===== config.mk =====
export PLATFORM = sky130hd
export DESIGN_NAME = aes_round_sequencer
export DESIGN_NICKNAME = d
export VERILOG_FILES = /design/src/rtl/aes_round_sequencer.sv
export SDC_FILE = /design/constraint.sdc
export NUM_CORES = 1
export LEC_CHECK = 0
export BUFFER_PORTS_ARGS = -buffer_cell sky130_fd_sc_hd__buf_2
export CAP_MARGIN = 0
export CORE_AREA = 2 2 309 311
export CTS_CLUSTER_DIAMETER = 40
export CTS_CLUSTER_SIZE = 24
export DETAILED_ROUTE_END_ITERATION = 8
export DIE_AREA = 0 0 311 313
export PLACE_DENSITY = 0.49
export RECOVER_POWER = 50
export SLEW_MARGIN = 20
export SYNTH_ARGS = -nofsm -noshare
export SYNTH_HDL_FRONTEND = slang
export SYNTH_SLANG_ARGS = --single-unit
export TNS_END_PERCENT = 30

===== constraint.sdc =====
create_clock -name clk -period 1.68 [get_ports clk]
set_input_delay 0.084 -clock clk [delete_from_list [all_inputs] [get_ports clk]]
set_output_delay 0.084 -clock clk [all_outputs]
set_load 0.05 [all_outputs]

===== src/rtl/aes_round_sequencer.sv =====
// Iterative AES round controller: accepts a block/key/direction, drives an external
// single-round core NR times, returns the result. AES_SEQ_ABORT_EN adds an abort input.
module aes_round_sequencer #(
  parameter int KEY_W  = 128,
  parameter int RND_W  = 4,
  parameter int DATA_W = 128
) (
  input  logic              clk,
  input  logic              rst,
  input  logic              in_valid,
  output logic              in_ready,
  input  logic [DATA_W-1:0] in_data,
  input  logic [KEY_W-1:0]  in_key,
  input  logic              in_dec,
  output logic              out_valid,
  input  logic              out_ready,
  output logic [DATA_W-1:0] out_data,
  output logic              busy,
  output logic              core_start,
  output logic              core_first,
  output logic              core_last,
  output logic              core_dec,
  output logic [RND_W-1:0]  core_round,
  output logic [DATA_W-1:0] core_din,
  output logic [KEY_W-1:0]  core_key,
  input  logic              core_done,
  input  logic [DATA_W-1:0] core_dout,
`ifdef AES_SEQ_ABORT_EN
  input  logic              abort,
`endif
  output logic              proto_err
);

  localparam int NR = KEY_W / 32 + 6;
  localparam logic [RND_W-1:0] FIRST_RND = RND_W'(1);
  localparam logic [RND_W-1:0] LAST_RND  = RND_W'(NR);

  if (KEY_W != 128 && KEY_W != 192 && KEY_W != 256) begin : g_bad_key_w
    $error("aes_round_sequencer: KEY_W must be 128, 192 or 256");
  end
  if (DATA_W != 128) begin : g_bad_data_w
    $error("aes_round_sequencer: DATA_W must be 128");
  end
  if ((1 << RND_W) <= NR) begin : g_bad_rnd_w
    $error("aes_round_sequencer: RND_W too narrow for NR");
  end

  typedef enum logic [1:0] {S_IDLE, S_LAUNCH, S_WAIT, S_OUT} state_t;

  state_t             state_q, state_d;
  logic [RND_W-1:0]   round_q, round_d;
  logic [DATA_W-1:0]  work_q, work_d;
  logic [KEY_W-1:0]   key_q, key_d;
  logic [DATA_W-1:0]  out_data_q, out_data_d;
  logic               dec_q, dec_d;
  logic               start_q, start_d;
  logic               first_q, first_d;
  logic               last_q, last_d;
  logic               in_ready_q, in_ready_d;
  logic               busy_q, busy_d;
  logic               out_valid_q, out_valid_d;
  logic               perr_q, perr_d;
  logic               done_eff;

`ifdef AES_SEQ_ABORT_EN
  localparam int L_MAX = 16;
  logic               stale_q, stale_d;
  logic [4:0]         stale_cnt_q, stale_cnt_d;
`endif

  always_comb begin
    state_d    = state_q;
    round_d    = round_q;
    work_d     = work_q;
    key_d      = key_q;
    dec_d      = dec_q;
    out_data_d = out_data_q;
    perr_d     = perr_q;
    start_d    = 1'b0;
    done_eff   = core_done;
`ifdef AES_SEQ_ABORT_EN
    // After an abort the core still owes one completion; swallow it within L_MAX cycles.
    stale_d     = stale_q;
    stale_cnt_d = stale_cnt_q;
    if (stale_q) begin
      stale_cnt_d = stale_cnt_q - 5'd1;
      if (stale_cnt_q == 5'd1) stale_d = 1'b0;
      if (core_done) begin
        done_eff = 1'b0;
        stale_d  = 1'b0;
      end
    end
`endif
    case (state_q)
      S_IDLE: begin
        if (done_eff) perr_d = 1'b1;
        if (in_valid && in_ready_q) begin
          work_d  = in_data;
          key_d   = in_key;
          dec_d   = in_dec;
          round_d = FIRST_RND;
          start_d = 1'b1;
          state_d = S_LAUNCH;
        end
      end
      S_LAUNCH: begin
        // A completion while core_start is still high cannot belong to this launch.
        if (done_eff) perr_d = 1'b1;
        state_d = S_WAIT;
      end
      S_WAIT: begin
        if (done_eff) begin
          work_d = core_dout;
          if (round_q == LAST_RND) begin
            out_data_d = core_dout;
            state_d    = S_OUT;
          end else begin
            round_d = round_q + FIRST_RND;
            start_d = 1'b1;
            state_d = S_LAUNCH;
          end
        end
      end
      S_OUT: begin
        if (done_eff) perr_d = 1'b1;
        if (out_ready) begin
          round_d = '0;
          state_d = S_IDLE;
        end
      end
      default: state_d = S_IDLE;
    endcase
`ifdef AES_SEQ_ABORT_EN
    if (abort && (state_q == S_LAUNCH || state_q == S_WAIT)) begin
      state_d = S_IDLE;
      round_d = '0;
      start_d = 1'b0;
      if (!(state_q == S_WAIT && core_done)) begin
        stale_d     = 1'b1;
        stale_cnt_d = 5'(L_MAX);
      end
    end
`endif
    first_d     = start_d && (round_d == FIRST_RND);
    last_d      = start_d && (round_d == LAST_RND);
    in_ready_d  = (state_d == S_IDLE);
    busy_d      = (state_d != S_IDLE);
    out_valid_d = (state_d == S_OUT);
  end

  always_ff @(posedge clk or negedge rst) begin
    if (!rst) begin
      state_q     <= S_IDLE;
      round_q     <= '0;
      work_q      <= '0;
      key_q       <= '0;
      dec_q       <= 1'b0;
      out_data_q  <= '0;
      start_q     <= 1'b0;
      first_q     <= 1'b0;
      last_q      <= 1'b0;
      in_ready_q  <= 1'b1;
      busy_q      <= 1'b0;
      out_valid_q <= 1'b0;
      perr_q      <= 1'b0;
`ifdef AES_SEQ_ABORT_EN
      stale_q     <= 1'b0;
      stale_cnt_q <= '0;
`endif
    end else begin
      state_q     <= state_d;
      round_q     <= round_d;
      work_q      <= work_d;
      key_q       <= key_d;
      dec_q       <= dec_d;
      out_data_q  <= out_data_d;
      start_q     <= start_d;
      first_q     <= first_d;
      last_q      <= last_d;
      in_ready_q  <= in_ready_d;
      busy_q      <= busy_d;
      out_valid_q <= out_valid_d;
      perr_q      <= perr_d;
`ifdef AES_SEQ_ABORT_EN
      stale_q     <= stale_d;
      stale_cnt_q <= stale_cnt_d;
`endif
    end
  end

  assign in_ready   = in_ready_q;
  assign out_valid  = out_valid_q;
  assign out_data   = out_data_q;
  assign busy       = busy_q;
  assign core_start = start_q;
  assign core_first = first_q;
  assign core_last  = last_q;
  assign core_dec   = dec_q;
  assign core_round = round_q;
  assign core_din   = work_q;
  assign core_key   = key_q;
  assign proto_err  = perr_q;

endmodule

==> results of run 1 <==
-- logic make-up after synthesis --
| kind of cell | share of synthesized area |
|---|---|
| multiplexers | 0.258 |
| adder cells (fa/ha/maj) | 0.00155 |
| buffers and inverters | 0.0362 |
| AO/OA/AOI/OAI | 0.0493 |
| flip-flops | 0.616 |
| AND/OR/NAND/NOR | 0.0395 |
-- where the power goes --
part | switching [uW] | internal [uW] | total [uW] | leakage, uW
Sequential | 1690 | 12900 | 14600 | 0.00507
Clock | 5720 | 10900 | 16600 | 0.00135
Combinational | 18400 | 9070 | 27500 | 0.00848
-- final cells by class --
class                           count  area share
Clock buffer                      103      0.0731
Clock inverter                     45      0.0217
Inverter                            4    0.000501
Multi-Input combinational cell    688       0.209
Sequential cell                   398       0.333
Tap cell                         1265      0.0528
Timing Repair Buffer             1302       0.311
-- what timing repair did --
action / CTS / global route
gates resized for setup: 42 / 197
setup buffers: 2 / 2
endpoints found under the setup margin: 318 / 382
pin swaps: 0 / 5
hold buffers: 388 / 1
hold endpoints to repair: 786 / 2
cloned: 0 / 4
-- registers in the layout, summed over array words and instances (netlist names) --
register    count
core_last       1
busy            1
core_key      128
in_ready        1
proto_err       1
state_q         2
out_valid       1
core_round      4
out_data      128
core_din      128
core_start      1
core_first      1
core_dec        1
-- worst min-delay path by stage --
stage,from,end,slack (ns),cells after the start
after floorplan,rst,busy$_DFF_PN0_,-0.21,0
after global placement,rst,out_data[15]$_DFFE_PN0P_,0.07,1
after detailed placement,rst,core_din[12]$_DFFE_PN0P_,0.08,1
after CTS,core_dout[127],out_data[127]$_DFFE_PN0P_,-0.34,2
after global routing,in_valid,core_round[2]$_DFF_PN0_,0.14,5
final,in_valid,core_round[2]$_DFF_PN0_,0.15,5
-- synthesized netlist by cell type (2+ instances only) --
master	n	area, sq um
o221ai_1	3	26.3
o21ai_1	30	150
nand2b_1	5	31.3
mux2_2	207	2330
dfrtp_1	397	9930
o21ai_0	106	531
mux2_1	50	563
clkbuf_1	9	33.8
mux2i_1	128	1280
buf_2	20	100
ha_1	2	25.0
nand2_1	131	492
clkbuf_2	4	20.0
and4_1	2	17.5
buf_6	27	304
buf_4	14	105
nand3_1	2	10.0
a21oi_1	3	15.0
inv_1	4	15.0
-- placed cells by master (no fill, tap or decap), types with 6 or more instances in the layout --
cell | netlist | routed
clkinvlp_4 | 0 | 10
nand2_2 | 0 | 8
dfrtp_1 | 397 | 395
clkbuf_2 | 4 | 19
mux2_4 | 0 | 138
o21ai_1 | 30 | 74
dlygate4sd3_1 | 0 | 388
mux2_2 | 207 | 105
o21ai_0 | 106 | 59
mux2i_2 | 0 | 6
nand2_1 | 131 | 123
clkinv_4 | 0 | 6
buf_12 | 0 | 30
clkinv_2 | 0 | 9
buf_6 | 27 | 20
clkbuf_1 | 9 | 22
mux2_1 | 50 | 14
clkbuf_16 | 0 | 84
clkbuf_8 | 0 | 10
buf_4 | 14 | 50
mux2i_1 | 128 | 122
buf_2 | 20 | 774
bufinv_16 | 0 | 10
-- layer usage --
| layer | vias to the layer above | routed length, um | track usage |
|---|---|---|---|
| li1 | 6758 | - | - |
| met4 | 2 | 2550 | 0.0601 |
| met5 | - | 13 | 0 |
| met1 | 7079 | 24800 | 0.137 |
| met3 | 157 | 4420 | 0.0423 |
| met2 | 598 | 32800 | 0.220 |
-- stage by stage --
stage / std cells / setup WS [ns] / total power (uW) / cell area [sq um] / TNS [ns]
3_3_place_gp: 3260 / -0.154 / 39700 / 22500 / -18.64
5_1_grt: 3805 / -0.247 / 61400 / 29900 / -37.01
2_1_floorplan: 1165 / -0.174 / 32200 / 16300 / -41.41
6_report: 3805 / -0.145 / 58600 / 29900 / -16.97
3_5_place_dp: 3260 / -0.166 / 39800 / 22500 / -20.69
4_1_cts: 3798 / -0.173 / 57600 / 29300 / -23.76
-- tightest hold or removal path, stage by stage --
cell and delay, ns:
buf_2 0.12, and3b_1 0.21, o21ai_0 0.16, o21ai_0 0.08, o21ai_0 0.08
==> out/metrics.csv, run 1 <==
stage,metric,value,unit
critical_path,Worst Path Max Fanout,16,
critical_path,Reg2Reg Depth,6,
sta,Final WS setup,-0.145,ns
critical_path,Worst Setup EP,out_data[127]$_DFFE_PN0P_,
synthesis,Cell variety after synth,40,
floorplan,row count,113,
clocking,CTS tree,done,
final_layout,number of diodes,0,
final_layout,Layout fillers,9524,
critical_path,CP Cell Sequence,and2b_4 > nand2_1 > nor2_4 > buf_12 > buf_12 > mux2_2,
clocking,maximum clock path buffer count,3,
floorplan,Core Area,94200,sq um
synthesis,part of the Yosys area used for sequential elements,0.616,
critical_path,crit path from,state_q[0]$_DFF_PN0_,
status,outcome,finished with violations,
floorplan,Die Wd,311,um
synthesis,number of synthesized flops with an enable pin,0,
critical_path,Worst R2R Setup Slack,-0.14,ns
sta,Worst-Margin Slew,0.904,ns
synthesis,ys async rst share,1.00,
final_layout,final core occ,0.318,
final_layout,Final nets,2866,
sta,Fmax,548,MHz
critical_path,Worst path top cell family by delay,simple AND/OR/NAND/NOR gates,
drt,vias per cell,3.84,
critical_path,Critical Path Start Type,flop,
sta,Tmin final,1.82,ns
drt,post-detailed-route count of antenna-violating nets,0,
power_and_ir_drop,pwr dens,1960,nW/um^2
critical_path,critical path class,reg2reg,
sta,Setup-failing EPs final,237,
drt,vias post-DR,14600,
placed_design,placer's final routability congestion estimate,0.788,
critical_path,Crit path depth,6,
placed_design,DPL Wire Length,44.6,mm
critical_path,CP max stage cell,dfrtp_1,
placed_design,Port Buffers,785,
sta,fin crit share,1.09,
final_layout,layout overhead on the synthesized area,85.1,%
synthesis,Syn Std Cell Area,16200,sq um
synthesis,Post-synth top flop,dfrtp_1,
sta,hold_ws,0.153,ns
global_routing,largest net degree at the start of global routing,42,
synthesis,Post-Syn Nets,1557,
sta,max-slew violation count,0,
clocking,"Clk pin slew, worst setup/hold paths",0.05,ns
clocking,clock buffer count from CTS,80,
final_layout,share of layout cells above drive strength 1,0.517,
final_layout,area taken by multi-input logic gates,6250,sq um
flow_run,max cap viols,0,
sta,Max-slew headroom,0.397,
critical_path,CP bufs+invs,2,
floorplan,initial core utilization,0.172,
global_routing,number of global-route vias before repair,16000,
global_routing,initial antenna violation count,2,
floorplan,io pins,786,
drt,drt drc,0,
critical_path,FF-to-FF Start,state_q[0]$_DFF_PN0_,
power_and_ir_drop,Pleak,0.0149,uW
drt,WL/cell,17.0,um
floorplan,Die Area,97300,sq um
status,failing checks,setup timing,
synthesis,Mapped Cells,1165,
synthesis,Syn Area/Cell,13.9,sq um
clocking,"Clk Latency, worst-skew pair",0.63,ns
global_routing,gr ovfl total,0,
global_routing,first-pass GRT wire length,94.8,mm
critical_path,CP required,2.18,ns
drt,Iter 0 DRT Violations,651,
power_and_ir_drop,maximum VDD drop,1.57,mV
critical_path,CP most frequent cell,buf_12,
final_layout,register area,9960,sq um
synthesis,#FFs+latches synth,398,
clocking,Sink Count,398,
global_routing,Total GRT Usage,0.126,
floorplan,Die H,313,um
sta,RSZ-0062 raised after global routing,true,
drt,DRT Pass-1 Iters,4,
critical_path,reg-to-reg endpoint,out_data[127]$_DFFE_PN0P_,
min_path,Hold WC Path Type,in2reg,
sta,endpoints failing hold,0,
sta,clock skew,0.0199,ns
critical_path,"Arr. time, crit path",2.32,ns
clocking,CTS Root Cell,clkbuf_16,
clocking,CTS H-tree lvls,3,
drt,final WL,64.6,mm
critical_path,CP peak stage delay,0.37,ns
critical_path,Worst setup EP type,flop,
synthesis,Synth Warn #,0,
(Power assumes the default switching activity.)
==> run 2, diff against run 1 <==
--- a/config.mk
+++ b/config.mk
@@ -12,8 +12,8 @@
 export CTS_CLUSTER_SIZE = 24
 export DETAILED_ROUTE_END_ITERATION = 8
 export DIE_AREA = 0 0 311 313
+export MAX_ROUTING_LAYER = met4
 export PLACE_DENSITY = 0.49
-export RECOVER_POWER = 50
 export SLEW_MARGIN = 20
 export SYNTH_ARGS = -nofsm -noshare
 export SYNTH_HDL_FRONTEND = slang
==> run 2 against run 1 <==
Against the previous run: the run still ends with setup timing left; sequential cell count stayed put; final cell count is essentially flat; worst setup slack improved by 0.0023 ns; register-to-register slack is essentially flat; hold slack better by 0.0026 ns; clock power about the same; non-clock buffer count stayed put; critical path depth unchanged; largest power group unchanged; combinational power is essentially flat; total power rose by 0.10%.
==> out/metrics.csv, run 2 (synthesis results as in run 1) <==
stage,metric,value,unit,change
status,outcome,finished with violations,,unchanged
status,failing checks,setup timing,,unchanged
power_and_ir_drop,Seq pwr share,0.248,,about the same
final_layout,Final nets,2866,,unchanged
critical_path,Critical Path Start Type,flop,,unchanged
final_layout,register area,9960,sq um,unchanged
placed_design,Port Buffers,785,,unchanged
floorplan,io pins,786,,unchanged
final_layout,layout overhead on the synthesized area,85.8,%,was 85.1%
sta,max-slew violation count,0,,unchanged
drt,DRT Pass-1 Iters,5,,was 4
final_layout,Layout fillers,9505,,was 9524
final_layout,"most common cell after layout, fill and taps aside",buf_2,,unchanged
critical_path,"Arr. time, crit path",2.32,ns,about the same
power_and_ir_drop,Switching Fraction,0.440,,about the same
critical_path,Worst path top cell family by delay,simple AND/OR/NAND/NOR gates,,unchanged
sta,setup TNS,-16.14,ns,was -16.97 ns
floorplan,initial core utilization,0.172,,unchanged
floorplan,row count,113,,unchanged
critical_path,CP required,2.18,ns,about the same
critical_path,Worst Path Max Fanout,16,,unchanged
sta,Worst-Margin Slew,0.530,ns,was 0.904 ns
power_and_ir_drop,Internal Power,32900,uW,was 32800 uW
drt,final WL,64.6,mm,about the same
critical_path,CP most frequent cell,buf_12,,unchanged
sta,Final WS setup,-0.142,ns,was -0.145 ns
critical_path,CP peak stage delay,0.37,ns,about the same
sta,Tmin final,1.82,ns,about the same
floorplan,Die Wd,311,um,unchanged
drt,drt drc,0,,unchanged
clocking,maximum clock path buffer count,3,,unchanged
floorplan,Die H,313,um,unchanged
final_layout,"Design Area, Final",30100,sq um,was 29900 sq um
power_and_ir_drop,net switching power,25800,uW,about the same
final_layout,highest-count cells in the layout ignoring fill and taps,"buf_2, dfrtp_1, dlygate4sd3_1",,unchanged
sta,Fmax,549,MHz,was 548 MHz
power_and_ir_drop,Pleak,0.0150,uW,was 0.0149 uW
min_path,Hold WC Path Type,in2reg,,unchanged
power_and_ir_drop,Clk pwr share,0.283,,about the same
global_routing,largest net degree at the start of global routing,42,,unchanged
clocking,clock buffer count from CTS,80,,unchanged
sta,clock skew,0.0186,ns,was 0.0199 ns
critical_path,critical path class,reg2reg,,unchanged
flow_run,max cap viols,0,,unchanged
placed_design,DP Area,22500,sq um,unchanged
placed_design,DPL Wire Length,44.6,mm,unchanged
critical_path,Worst setup EP type,flop,,unchanged
drt,vias per cell,3.82,,was 3.84
clocking,Sink Count,398,,unchanged
sta,RSZ-0062 raised after global routing,true,,unchanged
floorplan,Core Area,94200,sq um,unchanged
power_and_ir_drop,power share of the combinational group,0.469,,about the same
clocking,"Clk Latency, worst-skew pair",0.63,ns,about the same
global_routing,number of global-route vias before repair,16000,,about the same
sta,Max-slew headroom,0.647,,was 0.397
drt,post-detailed-route count of antenna-violating nets,0,,unchanged
drt,vias post-DR,14600,,about the same
power_and_ir_drop,maximum VDD drop,1.57,mV,about the same
global_routing,gr ovfl total,0,,unchanged
critical_path,CP max stage cell,dfrtp_1,,unchanged
final_layout,area taken by multi-input logic gates,6250,sq um,about the same
power_and_ir_drop,pwr dens,1950,nW/um^2,was 1960 nW/um^2
global_routing,Total GRT Usage,0.130,,was 0.126
placed_design,placer's final routability congestion estimate,0.799,,was 0.788
drt,Iter 0 DRT Violations,524,,was 651
clocking,CTS Root Cell,clkbuf_16,,unchanged
clocking,CTS H-tree lvls,3,,unchanged
clocking,"Clk pin slew, worst setup/hold paths",0.05,ns,about the same
sta,Setup-failing EPs final,234,,was 237
global_routing,first-pass GRT wire length,94.6,mm,was 94.8 mm
critical_path,CP Cell Sequence,and2b_4 > nand2_1 > nor2_4 > buf_12 > buf_12 > mux2_2,,unchanged
critical_path,CP bufs+invs,2,,unchanged
sta,fin crit share,1.08,,was 1.09
global_routing,initial antenna violation count,2,,unchanged
clocking,CTS tree,done,,unchanged
floorplan,Die Area,97300,sq um,unchanged
sta,endpoints failing hold,0,,unchanged
drt,WL/cell,17.0,um,about the same
final_layout,share of layout cells above drive strength 1,0.521,,was 0.517
-- run 2: cell count changes in the layout (fill, tap and decap cells not counted), moves of 4 or more --
cell	delta
clkbuf_2	-19
buf_4	+17
buf_2	+10
clkbuf_1	-9
buf_12	+4
clkbuf_4	-4
-- run 2: worst register-to-register path, stage by stage, from the launching register on --
cell	delay, ns
dfrtp_1	0.37
and2b_4	0.26
nand2_1	0.10
nor2_4	0.20
buf_12	0.20
buf_12	0.21
mux2_2	0.35
-- run 2: power by group through the flow --
stage	Clock [uW]	Sequential (uW)	Combinational, uW
floorplan	0	25600	6590
global placement	0	14500	25200
detailed placement	0	14500	25300
CTS	17100	14500	26100
global route	17500	15000	28900
finish	16600	14600	27500
-- run 2: path summary, 6_finish.rpt --
path / endpoint / slack, ns / startpoint / depth (start not counted)
hold reg to reg: proto_err$_DFFE_PN0P_ / 0.47 / proto_err$_DFFE_PN0P_ / 1
min in group asynchronous: core_key[106]$_DFFE_PN0P_ / 0.24 / rst / 3
hold / removal: core_round[2]$_DFF_PN0_ / 0.16 / in_valid / 5
max in group asynchronous: core_din[122]$_DFFE_PN0P_ / 0.89 / rst / 3
setup / recovery: out_data[127]$_DFFE_PN0P_ / -0.14 / state_q[0]$_DFF_PN0_ / 6
setup reg to reg: out_data[127]$_DFFE_PN0P_ / -0.14 / state_q[0]$_DFF_PN0_ / 6
-- run 2: area by class of cell --
type,count,area share
multi-input cells,688,0.208
clock buffers,103,0.0728
diodes,1,0.0000832
well taps,1265,0.0526
inverters,4,0.000499
flip-flops and latches,398,0.331
repair buffers,1302,0.313
clock inverters,45,0.0216
-- run 2: per-layer routing --
metal / global-route usage / share of wire / vias up
met1: 0.137 / 0.39 / 7040
li1: - / - / 6758
met4: 0.0607 / 0.040 / 0
met2: 0.220 / 0.51 / 598
met5: - / 0 / -
met3: 0.0417 / 0.069 / 160
-- run 2: timing repair --
item / in CTS / in global routing
pin swaps: 0 / 5
setup endpoints to repair: 318 / 382
hold buffers: 388 / 1
resized for setup: 42 / 198
buffers inserted: 2 / 2
gates cloned: 0 / 4
hold endpoints to repair: 786 / 2
-- run 2: through the flow --
stage | hold slack [ns] | power (uW) | setup WS, ns | utilization | instances
finish | 0.156 | 58700 | -0.142 | 0.319 | 3806
global placement | 0.0740 | 39700 | -0.154 | 0.239 | 3260
floorplan | -0.212 | 32200 | -0.174 | - | 1165
CTS | -0.340 | 57600 | -0.173 | 0.312 | 3798
detailed placement | 0.0759 | 39800 | -0.166 | 0.239 | 3260
global route | 0.136 | 61400 | -0.247 | 0.319 | 3806
==> run 3, diff against run 2 <==
--- a/config.mk
+++ b/config.mk
@@ -14,6 +14,7 @@
 export DIE_AREA = 0 0 311 313
 export MAX_ROUTING_LAYER = met4
 export PLACE_DENSITY = 0.49
+export SETUP_SLACK_MARGIN = 0.5
 export SLEW_MARGIN = 20
 export SYNTH_ARGS = -nofsm -noshare
 export SYNTH_HDL_FRONTEND = slang
==> constraint.sdc (replaced) <==
create_clock -name clk -period 1.5 [get_ports clk]
set_input_delay 0.075 -clock clk [delete_from_list [all_inputs] [get_ports clk]]
set_output_delay 0.075 -clock clk [all_outputs]
set_load 0.05 [all_outputs]
==> run 3 against run 2 <==
Against the previous run: the flow still finishes with violations (setup timing); combinational power up 28%; sequential cell count unchanged; worst setup slack got worse by 0.19 ns; cell area increased by 4.5%; total power grew 18%; critical endpoint is now out_data[120]$_DFFE_PN0P_; hold slack lost 0.10 ns.
==> out/metrics.csv, run 3 (synthesis results as in run 1) <==
stage,metric,value,unit,change
floorplan,row count,113,,unchanged
critical_path,CP required,2.00,ns,was 2.18 ns
flow_run,max cap viols,0,,unchanged
sta,Setup-failing EPs final,398,,was 234
power_and_ir_drop,maximum VDD drop,1.25,mV,was 1.57 mV
critical_path,"Arr. time, crit path",2.33,ns,was 2.32 ns
drt,post-detailed-route count of antenna-violating nets,0,,unchanged
status,failing checks,setup timing,,unchanged
power_and_ir_drop,pwr dens,2200,nW/um^2,was 1950 nW/um^2
critical_path,reg-to-reg endpoint,out_data[120]$_DFFE_PN0P_,,was out_data[127]$_DFFE_PN0P_
floorplan,Die Wd,311,um,unchanged
clocking,maximum clock path buffer count,3,,unchanged
clocking,CTS H-tree lvls,3,,unchanged
floorplan,Core Area,94200,sq um,unchanged
min_path,Hold WC Path Type,in2reg,,unchanged
power_and_ir_drop,Seq pwr share,0.241,,was 0.248
power_and_ir_drop,Clk pwr share,0.250,,was 0.283
sta,max-slew violation count,0,,unchanged
power_and_ir_drop,Internal Power,38400,uW,was 32900 uW
sta,Max-slew headroom,0.490,,was 0.647
global_routing,Total GRT Usage,0.136,,was 0.130
final_layout,"most common cell after layout, fill and taps aside",buf_2,,unchanged
floorplan,io pins,786,,unchanged
clocking,CTS Root Cell,clkbuf_16,,unchanged
clocking,clock buffer count from CTS,77,,was 80
drt,drt drc,0,,unchanged
sta,Final WS setup,-0.333,ns,was -0.142 ns
drt,final WL,68.8,mm,was 64.6 mm
placed_design,Port Buffers,785,,unchanged
drt,vias post-DR,15000,,was 14600
drt,vias per cell,3.89,,was 3.82
critical_path,Worst R2R Setup Slack,-0.33,ns,was -0.14 ns
global_routing,gr ovfl total,0,,unchanged
critical_path,critical path class,reg2reg,,unchanged
sta,Tmin final,1.83,ns,was 1.82 ns
global_routing,largest net degree at the start of global routing,69,,was 42
critical_path,Reg2Reg Depth,8,,was 6
power_and_ir_drop,Pleak,0.0156,uW,was 0.0150 uW
final_layout,layout overhead on the synthesized area,94.1,%,was 85.8%
critical_path,Worst setup EP type,flop,,unchanged
clocking,"Clk pin slew, worst setup/hold paths",0.05,ns,about the same
power_and_ir_drop,Switching Fraction,0.443,,was 0.440
final_layout,Final nets,2922,,was 2866
floorplan,Die Area,97300,sq um,unchanged
sta,RSZ-0062 raised after global routing,true,,unchanged
floorplan,Die H,313,um,unchanged
clocking,Sink Count,398,,unchanged
power_and_ir_drop,power share of the combinational group,0.509,,was 0.469
floorplan,initial core utilization,0.172,,unchanged
critical_path,Worst Path Max Fanout,7,,was 16
sta,endpoints failing hold,0,,unchanged
global_routing,first-pass GRT wire length,98.5,mm,was 94.6 mm
placed_design,Place WS,-0.364,ns,was -0.166 ns
critical_path,FF-to-FF Start,core_round[0]$_DFF_PN0_,,was state_q[0]$_DFF_PN0_
placed_design,DPL Wire Length,44.7,mm,was 44.6 mm
critical_path,Critical Path Start Type,flop,,unchanged
global_routing,number of global-route vias before repair,16400,,was 16000
drt,DRT Pass-1 Iters,7,,was 5
final_layout,final core occ,0.334,,was 0.319
clocking,CTS tree,done,,unchanged
min_path,Hold Path Stages,4,,was 5
status,outcome,finished with violations,,unchanged
placed_design,placer's final routability congestion estimate,0.820,,was 0.799
final_layout,register area,9960,sq um,unchanged
final_layout,area taken by multi-input logic gates,6600,sq um,was 6250 sq um
global_routing,initial antenna violation count,4,,was 2
sta,Fmax,546,MHz,was 549 MHz
clocking,"Clk Latency, worst-skew pair",0.63,ns,about the same
final_layout,share of layout cells above drive strength 1,0.573,,was 0.521
sta,fin crit share,1.22,,was 1.08
sta,Worst-Margin Slew,0.762,ns,was 0.530 ns
sta,clock skew,0.0236,ns,was 0.0186 ns
min_path,hold path start,out_ready,,was in_valid
final_layout,Layout fillers,9371,,was 9505
final_layout,highest-count cells in the layout ignoring fill and taps,"buf_2, dfrtp_1, dlygate4sd3_1",,unchanged
min_path,Hold Crit Endpoint,out_valid$_DFF_PN0_,,was core_round[2]$_DFF_PN0_
drt,Iter 0 DRT Violations,584,,was 524
power_and_ir_drop,net switching power,30600,uW,was 25800 uW
drt,WL/cell,17.8,um,was 17.0 um
run 3: changes by cell type in the layout (fill, tap and decap cells not counted), moves of 30 or more:
cell	delta
nand2_1	-72
o21ai_2	+50
nand2_2	+45
mux2_4	-39
o21ai_0	-36
mux2_2	+30
run 3: worst max-delay path by stage:
stage	from	to	slack, ns	depth (start not counted)
2_1_floorplan	core_round[0]$_DFF_PN0_	out_data[28]$_DFFE_PN0P_	-0.35	7
3_3_place_gp	state_q[0]$_DFF_PN0_	out_data[54]$_DFFE_PN0P_	-0.33	6
3_5_place_dp	state_q[0]$_DFF_PN0_	out_data[82]$_DFFE_PN0P_	-0.36	6
4_1_cts	core_round[0]$_DFF_PN0_	out_data[120]$_DFFE_PN0P_	-0.35	8
5_1_grt	core_round[0]$_DFF_PN0_	out_data[89]$_DFFE_PN0P_	-0.43	7
6_report	core_round[0]$_DFF_PN0_	out_data[120]$_DFFE_PN0P_	-0.33	8
run 3: cell type report:
type	instances	share of cell area
antenna	3	0.000239
clock buffer	96	0.0675
inverter	4	0.000478
sequential	398	0.317
tap	1265	0.0504
timing repair buffer	1361	0.339
clock inverter	45	0.0151
multi-input combinational	688	0.210
run 3: worst max-delay path, stage by stage (launching register included):
cell	delay, ns
dfrtp_2	0.40
inv_2	0.07
ha_4	0.13
nand3b_1	0.14
nor2_4	0.18
buf_12	0.14
buf_16	0.15
buf_4	0.19
mux2_4	0.31
run 3: what timing repair did:
item,4_1_cts,5_1_grt
endpoints found under the setup margin,794,807
hold buffers,390,0
hold endpoints to repair,789,0
gates resized for setup,138,273
gates cloned,20,16
buffers inserted,16,7
pin swaps,36,50
run 3: metal layers:
metal / routed length [um] / track usage / vias to the layer above
met1: 27000 / 0.148 / 7334
met3: 4440 / 0.0388 / 168
li1: - / - / 6904
met2: 34500 / 0.228 / 591
met4: 2850 / 0.0688 / 0
met5: 0 / - / -
run 3: metrics by stage:
stage          instance area [sq um]  total power (uW)  setup TNS (ns)  std cells  hold slack (ns)
2_1_floorplan                  16300             36100         -111.53       1165           -0.221
3_3_place_gp                   22500             44300          -81.31       3267          -0.0384
3_5_place_dp                   22500             44400          -86.19       3267          -0.0376
4_1_cts                        30100             66300         -105.84       3834          -0.0148
5_1_grt                        31400             72200         -133.67       3860           0.0719
6_report                       31400             69000         -102.02       3860           0.0510
run 3: power by group through the flow:
stage / combinational, uW / clock (uW) / sequential [uW]
finish: 35100 / 17300 / 16600
global route: 36800 / 18300 / 17100
CTS: 32300 / 17800 / 16300
detailed placement: 28100 / 0 / 16300
global placement: 28000 / 0 / 16300
floorplan: 7380 / 0 / 28700
